--- config.mk ---
export PLATFORM = sky130hd
export DESIGN_NAME = uart_tx_sched_flat
export DESIGN_NICKNAME = d
export VERILOG_FILES = /design/src/rtl/uart_tx_sched_if.sv /design/src/rtl/uart_tx_sched.sv /design/src/flat_wrapper.sv
export SDC_FILE = /design/constraint.sdc
export NUM_CORES = 1
export LEC_CHECK = 0
export CORE_ASPECT_RATIO = 1.25
export CORE_MARGIN = 4
export CORE_UTILIZATION = 41
export CTS_BUF_LIST = sky130_fd_sc_hd__clkbuf_16
export DETAILED_ROUTE_END_ITERATION = 16
export GPL_TIMING_DRIVEN = 0
export HOLD_SLACK_MARGIN = 0.08
export PLACE_DENSITY_LB_ADDON = 0.15
export SYNTH_ARGS = -nofsm -noshare
export SYNTH_HDL_FRONTEND = slang
export SYNTH_SLANG_ARGS = --single-unit
export TNS_END_PERCENT = 20
--- constraint.sdc ---
create_clock -name clk -period 1.8 [get_ports clk]
set_clock_uncertainty 0.05 [all_clocks]
set_input_delay 0.18 -clock clk [delete_from_list [all_inputs] [get_ports clk]]
set_output_delay 0.18 -clock clk [all_outputs]
set_load 0.01 [all_outputs]
--- src/rtl/uart_tx_sched_if.sv ---
// Handshake bundle between the TX byte FIFO, the drain scheduler and the UART shift engine.
// master = scheduler side, slave = FIFO/transmitter side.
interface uart_tx_sched_if #(
    parameter int D_W = 8
);
    logic           fifo_empty;
    logic [D_W-1:0] fifo_data;
    logic           fifo_rd_en;
    logic           tx_busy;
    logic           tx_start;
    logic [D_W-1:0] tx_data;

    modport master (
        input  fifo_empty, fifo_data, tx_busy,
        output fifo_rd_en, tx_start, tx_data
    );

    modport slave (
        output fifo_empty, fifo_data, tx_busy,
        input  fifo_rd_en, tx_start, tx_data
    );
endinterface

--- src/rtl/uart_tx_sched.sv ---
// Drains the TX FIFO into the UART transmitter one frame at a time, with an optional
// idle gap after each frame and a flush path that discards queued bytes.
module uart_tx_sched #(
    parameter int D_W        = 8,
    parameter int CNT_W      = 16,
    parameter int GAP_CYCLES = 0
) (
    input  logic                 clk,
    input  logic                 rst,
    input  logic                 en,
    input  logic                 flush,
    uart_tx_sched_if.master      bus,
    output logic [CNT_W-1:0]     sent_cnt,
    output logic                 active
);
    typedef enum logic [2:0] {
        S_IDLE,
        S_FETCH,
        S_LATCH,
        S_START,
        S_WAIT_BUSY,
        S_WAIT_DONE,
        S_GAP,
        S_FLUSH
    } state_t;

    localparam int GAP_W = (GAP_CYCLES > 1) ? $clog2(GAP_CYCLES) : 1;
    localparam logic [GAP_W-1:0] GAP_LAST = GAP_W'((GAP_CYCLES > 0) ? GAP_CYCLES - 1 : 0);

    state_t           state_q, state_d;
    logic [D_W-1:0]   tx_data_q, tx_data_d;
    logic [CNT_W-1:0] sent_cnt_q, sent_cnt_d;
    logic [GAP_W-1:0] gap_q, gap_d;

    always_ff @(posedge clk) begin
        if (rst) begin
            state_q    <= S_IDLE;
            tx_data_q  <= '0;
            sent_cnt_q <= '0;
            gap_q      <= '0;
        end else begin
            state_q    <= state_d;
            tx_data_q  <= tx_data_d;
            sent_cnt_q <= sent_cnt_d;
            gap_q      <= gap_d;
        end
    end

    always_comb begin
        state_d    = state_q;
        tx_data_d  = tx_data_q;
        sent_cnt_d = sent_cnt_q;
        gap_d      = gap_q;
        unique case (state_q)
            S_IDLE: begin
                gap_d = '0;
                // Flush wins over en so a pending discard never lets a stale byte out.
                if (flush && !bus.fifo_empty) begin
                    state_d = S_FLUSH;
                end else if (en && !bus.fifo_empty && !bus.tx_busy) begin
                    state_d = S_FETCH;
                end
            end
            S_FETCH:     state_d = S_LATCH;
            S_LATCH: begin
                tx_data_d = bus.fifo_data;
                state_d   = S_START;
            end
            S_START:     state_d = S_WAIT_BUSY;
            S_WAIT_BUSY: if (bus.tx_busy) state_d = S_WAIT_DONE;
            S_WAIT_DONE: begin
                if (!bus.tx_busy) begin
                    sent_cnt_d = sent_cnt_q + CNT_W'(1);
                    gap_d      = '0;
                    state_d    = (GAP_CYCLES > 0) ? S_GAP : S_IDLE;
                end
            end
            S_GAP: begin
                if (gap_q == GAP_LAST) begin
                    state_d = S_IDLE;
                end else begin
                    gap_d = gap_q + GAP_W'(1);
                end
            end
            S_FLUSH:     if (bus.fifo_empty || !flush) state_d = S_IDLE;
            default:     state_d = S_IDLE;
        endcase
    end

    // Flush pops are gated by fifo_empty so an empty FIFO is never read.
    assign bus.fifo_rd_en = (state_q == S_FETCH) || ((state_q == S_FLUSH) && !bus.fifo_empty);
    assign bus.tx_start   = (state_q == S_START);
    assign bus.tx_data    = tx_data_q;
    assign sent_cnt       = sent_cnt_q;
    assign active         = (state_q != S_IDLE);
endmodule
--- src/flat_wrapper.sv ---
// flat-port wrapper written by rule: the top's interface ports become plain ports
module uart_tx_sched_flat 
#(
    parameter int D_W        = 8,
    parameter int CNT_W      = 16,
    parameter int GAP_CYCLES = 0
)
  (clk, rst, en, flush, sent_cnt, active, bus_fifo_empty, bus_fifo_data, bus_tx_busy, bus_fifo_rd_en, bus_tx_start, bus_tx_data);
  uart_tx_sched_if #(.D_W(D_W)) bus_i ();
  input  logic clk;
  input  logic rst;
  input  logic en;
  input  logic flush;
  output logic [CNT_W-1:0] sent_cnt;
  output logic active;
  input wire logic [$bits(bus_i.fifo_empty)-1:0] bus_fifo_empty;
  input wire logic [$bits(bus_i.fifo_data)-1:0] bus_fifo_data;
  input wire logic [$bits(bus_i.tx_busy)-1:0] bus_tx_busy;
  output wire logic [$bits(bus_i.fifo_rd_en)-1:0] bus_fifo_rd_en;
  output wire logic [$bits(bus_i.tx_start)-1:0] bus_tx_start;
  output wire logic [$bits(bus_i.tx_data)-1:0] bus_tx_data;
  assign bus_i.fifo_empty = bus_fifo_empty;
  assign bus_i.fifo_data = bus_fifo_data;
  assign bus_i.tx_busy = bus_tx_busy;
  assign bus_fifo_rd_en = bus_i.fifo_rd_en;
  assign bus_tx_start = bus_i.tx_start;
  assign bus_tx_data = bus_i.tx_data;
  uart_tx_sched #(.D_W(D_W), .CNT_W(CNT_W), .GAP_CYCLES(GAP_CYCLES)) u_core (.clk(clk), .rst(rst), .en(en), .flush(flush), .bus(bus_i), .sent_cnt(sent_cnt), .active(active));
endmodule
* After elaboration in Yosys (flattened, before gate mapping)
Cells that the tools add are included.
** Word-level totals
- Register bits after elaboration :: 28
- Input port bits :: 14
- Output and inout port bits :: 27
- Logic and storage cells :: 44
** Operators by class
- Add/subtract/negate cells :: 2
- Equality and inequality tests :: 12
- Mux-type cells :: 10
- Bitwise gates (word level) :: 1
- Reductions and logical operators :: 15
** Operators by type and width (count)
- $pmux 3 s8 :: 1
- $mux 3 :: 6
- $add 16x1->16 const B :: 1
- $eq 3x3->1 const B :: 4
- $eq 3x2->1 const B :: 2
- $ne 2x2->1 const B :: 3
- $reduce_bool 3->1 :: 2
- $reduce_and 5->1 :: 1
- $logic_and 1x1->1 :: 4
- $reduce_and 2->1 :: 2
- $eq 3x1->1 const B :: 1
- $logic_not 1->1 :: 3
- $logic_not 3->1 :: 1
- $ne 3x1->1 const B :: 1
- $pmux 1 s3 :: 1
- $logic_or 1x1->1 :: 2
- $mux 1 :: 2
- $ne 2x1->1 const B :: 1
- $add 1x1->1 const B :: 1
- $not 1->1 :: 1

* Longest topological paths before layout
- Depth after elaboration :: 6
- Depth in mapped cells :: 6

* Worst setup path after synthesis
No wires, ideal clock.
- Path kind :: flip-flop to flip-flop
- Start :: register u_core.state_q[1]
- End :: register u_core.sent_cnt_q[15] (netlist: u_core.sent_cnt[15])
- Library setup time :: 0.070 ns
- Arrival :: 1.742 ns
- Data required time :: 1.680 ns
- Path slack :: -0.063 ns
- Stages on the path, launching flop included :: 7
- Path buffers :: 2
- Clock period less this slack :: 1.863 ns
- Path through :: dfxtp_1 buf_6 nand4bb_4 buf_6 or4_4 or3_1 a21oi_1
** Between the ends
- Word-level cells in the longest chain between the ends :: 2
** RTL lines
- from (decl) :: line uart_tx_sched.sv:30 : state_t state_q, state_d;
- from (signal assigned) :: line uart_tx_sched.sv:42 : state_q <= state_d;
- $eq 3x3->1 :: line uart_tx_sched.sv:54 : unique case (state_q)
- $reduce_and 2->1 (no source line)
- to (signal assigned) :: line uart_tx_sched.sv:44 : sent_cnt_q <= sent_cnt_d;
- to (decl) :: line uart_tx_sched.sv:32 : logic [CNT_W-1:0] sent_cnt_q, sent_cnt_d;
No other way between the ends.
A chain may end at the register's enable or synchronous reset.

* Worst setup path after layout
- Start :: register u_core.sent_cnt_q[3] (netlist: u_core.sent_cnt[3])
- End :: register u_core.sent_cnt_q[13] (netlist: u_core.sent_cnt[13])
** Between the ends
- Word-level cells in the longest chain between the ends :: 1
** RTL lines
- $add 16x1->16 :: line uart_tx_sched.sv:73 : sent_cnt_d = sent_cnt_q + CNT_W'(1);
No other way between the ends.

==> metrics.txt <==
drt wl/cell 13.0 um; critical path class reg -> reg; CTS Hold Bufs 0; Core Region 0.00295 mm2; setup-violating endpoint count in the final report 1; post-DR vias/cell 5.13; CP Launch Type flip-flop; Top FF cell, synth dfxtp_1; die height 70.0 um; Worst Path Required 1.94 ns; final layout net count 206; gr usage total 14.7%; antenna viol nets, final 0; adder-cell share of the synthesized area 0.991%; Syn. warnings 0; most common cell after layout, fill and taps aside clkdlybuf4s50_1; Clk Tree Root Cell clkbuf_16; Ports 41; EDFF count, synth 0; syn_nets 160; Yosys cell types 31; first-pass GRT wire length 4.84 mm; commonest non-fill, non-tap cells in the layout clkdlybuf4s50_1, nor2_1, dfxtp_1; FP Rows 22; ys async rst share 0%; Cell Pwr Density 904 mW/mm2; sequential area share after synthesis 42.8%; maxcap violations 0; R2R Path Start u_core.sent_cnt[3]; fin. max-slew vios 0; LEAKAGE 0.650 nW; reg2reg path depth 4; Final Hold Viols 0; RSZ-0062 raised after global routing true; Vias 1,159; grt total ovfl 0; largest net degree at the start of global routing 15; area leader, netlist dfxtp_1; hpwl dp 2.13 mm; post-synthesis cell count 145; synth top area cells dfxtp_1, nor2_1, mux2i_1, xnor2_1, nand2_1; Critical Path End Type flip-flop; worst setup path startpoint u_core.sent_cnt[3]; Rel. slew slack 65.7%; register share of total power 40.7%; fin crit period 1.81 ns; peak supply drop 0.000588 V; P_sw 0.000467 W; P&R area growth vs syn 45.9%; clock slew at reported path FFs 0.06 ns; hold path cells 2; failing checks setup timing; Max clock buf depth 2; Pint 0.00120 W; vias in the first global route 1,091; Tcrit/Tclk final 101%; Die ar. 0.00404 mm2; sw frac 28.1%; Worst-Skew Late Latency 0.26 ns; Synth Area in XOR/XNOR 8.33%; Inst Count DP 220; DP Area 0.00170 mm2; CTS Buf Count 3; Post-Synth Simple-Gate Area 28.3%; Initial DRC Count 30; H-tree depth 1; post-synth top area share 42.8%; initial antenna violation count 0; final cell count without fillers 226; post-synthesis compound-gate area fraction 8.03%; Hold/Removal Path Class in -> reg; Final Util 62.5%; worst setup margin -0.0105 ns; ratio of cells with drive above 1 in the final layout 12.6%; Initial Util 42.9%; status finished, violations left; syn_area_per_cell 8.71 um2; mapped cell area 0.00126 mm2; worst-path fanout max 6; Yosys reg bits 27; TritonRoute pass-1 iters 4; drc violations 0; maximum clock rate 552 MHz; Routed WL 2.94 mm; Worst Tran Pin Value 0.513 ns; CTS tree done; combinational family with the most area after synthesis simple AND/OR/NAND/NOR gates; routability congestion estimate 0.753; Hold Startpoint rst; logic gate share of total power 29.3%; arrival time worst endpoint 1.95 ns; n_diodes 0; final instance area 0.00184 mm2; hold slack 0.305 ns; CTS sink cnt 27; post-synthesis mux area share 7.23%; Clk pwr share 29.9%; I/O Buffers 39; die extent in x 57.6 um
[power by group through the flow]
stage | Sequential, W | Combinational (W) | Clock, W
detailed placement | 0.000691 | 0.000479 | 0
global placement | 0.000689 | 0.000468 | 0
floorplan | 0.000704 | 0.000281 | 0
global route | 0.000682 | 0.000541 | 0.000518
finish | 0.000679 | 0.000489 | 0.000498
CTS | 0.000680 | 0.000486 | 0.000505
[metrics by stage]
stage | total power [W] | worst slack (ns) | TNS [ns]
finish | 0.00167 | -0.0105 | -0.0105
global route | 0.00174 | -0.0559 | -0.132
CTS | 0.00167 | -0.0467 | -0.121
detailed placement | 0.00117 | -0.424 | -1.54
global placement | 0.00116 | -0.344 | -1.33
floorplan | 0.000985 | 0.0281 | 0
[path summary, 6_finish.rpt]
kind                           end  slack, ns
max reg2reg    u_core.sent_cnt[13]      -0.01
min             u_core.sent_cnt[1]       0.31
max            u_core.sent_cnt[13]      -0.01
min reg2reg  u_core.bus.tx_data[0]       0.44
[worst max-delay path: stages (launching register included)]
cell,delay [ns]
dfxtp_4,0.37
nand4_1,0.23
or4_4,0.62
or3_4,0.35
a21oi_2,0.12
[layer usage]
metal	global-route usage (%)	vias to the layer above	routed length, um
met2	25.1	30	1450
met1	16.7	540	1270
met4	6.70	0	38
met3	3.88	4	182
met5	0	-	0
li1	-	585	-
[flip-flops by register name, summed over array words and instances (netlist names)]
register	count
u_core.sent_cnt	16
u_core.bus.tx_data	8
u_core.state_q	3
[timing repair]
action	CTS	global route
hold endpoints to repair	0	0
buffers inserted	2	1
setup endpoints to repair	6	12
pin swaps	5	2
gates resized for setup	11	8
[synthesized netlist by cell type, drive strengths merged (2+ instances only)]
cell type	instances
nor3	5
xnor2	9
a211oi	2
nand4	4
o21ai	3
dfxtp	27
nand3	5
a31oi	3
nand2	13
inv	3
or3	2
a21oi	4
nor2b	3
nor4	4
buf	3
xor2	3
clkbuf	4
o21bai	2
nor2	29
mux2i	8
[area by class of cell]
cell class	instances	area, um2
Fill cell	264	1100
Multi-Input combinational cell	108	702
Sequential cell	27	552
Timing Repair Buffer	42	409
Clock buffer	3	75.1
Tap cell	36	45.0
Buffer	6	43.8
Inverter	3	11.3
Clock inverter	1	3.75
[cells by family (layout without fill, tap and decap cells)]
| kind of cell | count (synthesis) | after routing |
|---|---|---|
| muxes | 9 | 9 |
| and+or+nand+nor | 70 | 70 |
| AOI/OAI and AO/OA | 16 | 16 |
| adders and majority gates | 1 | 1 |
| xor gates and xnor gates | 12 | 12 |
| DFF | 27 | 27 |
| buffers and inverters | 10 | 55 |
Power figures use the tool's default switching activity.
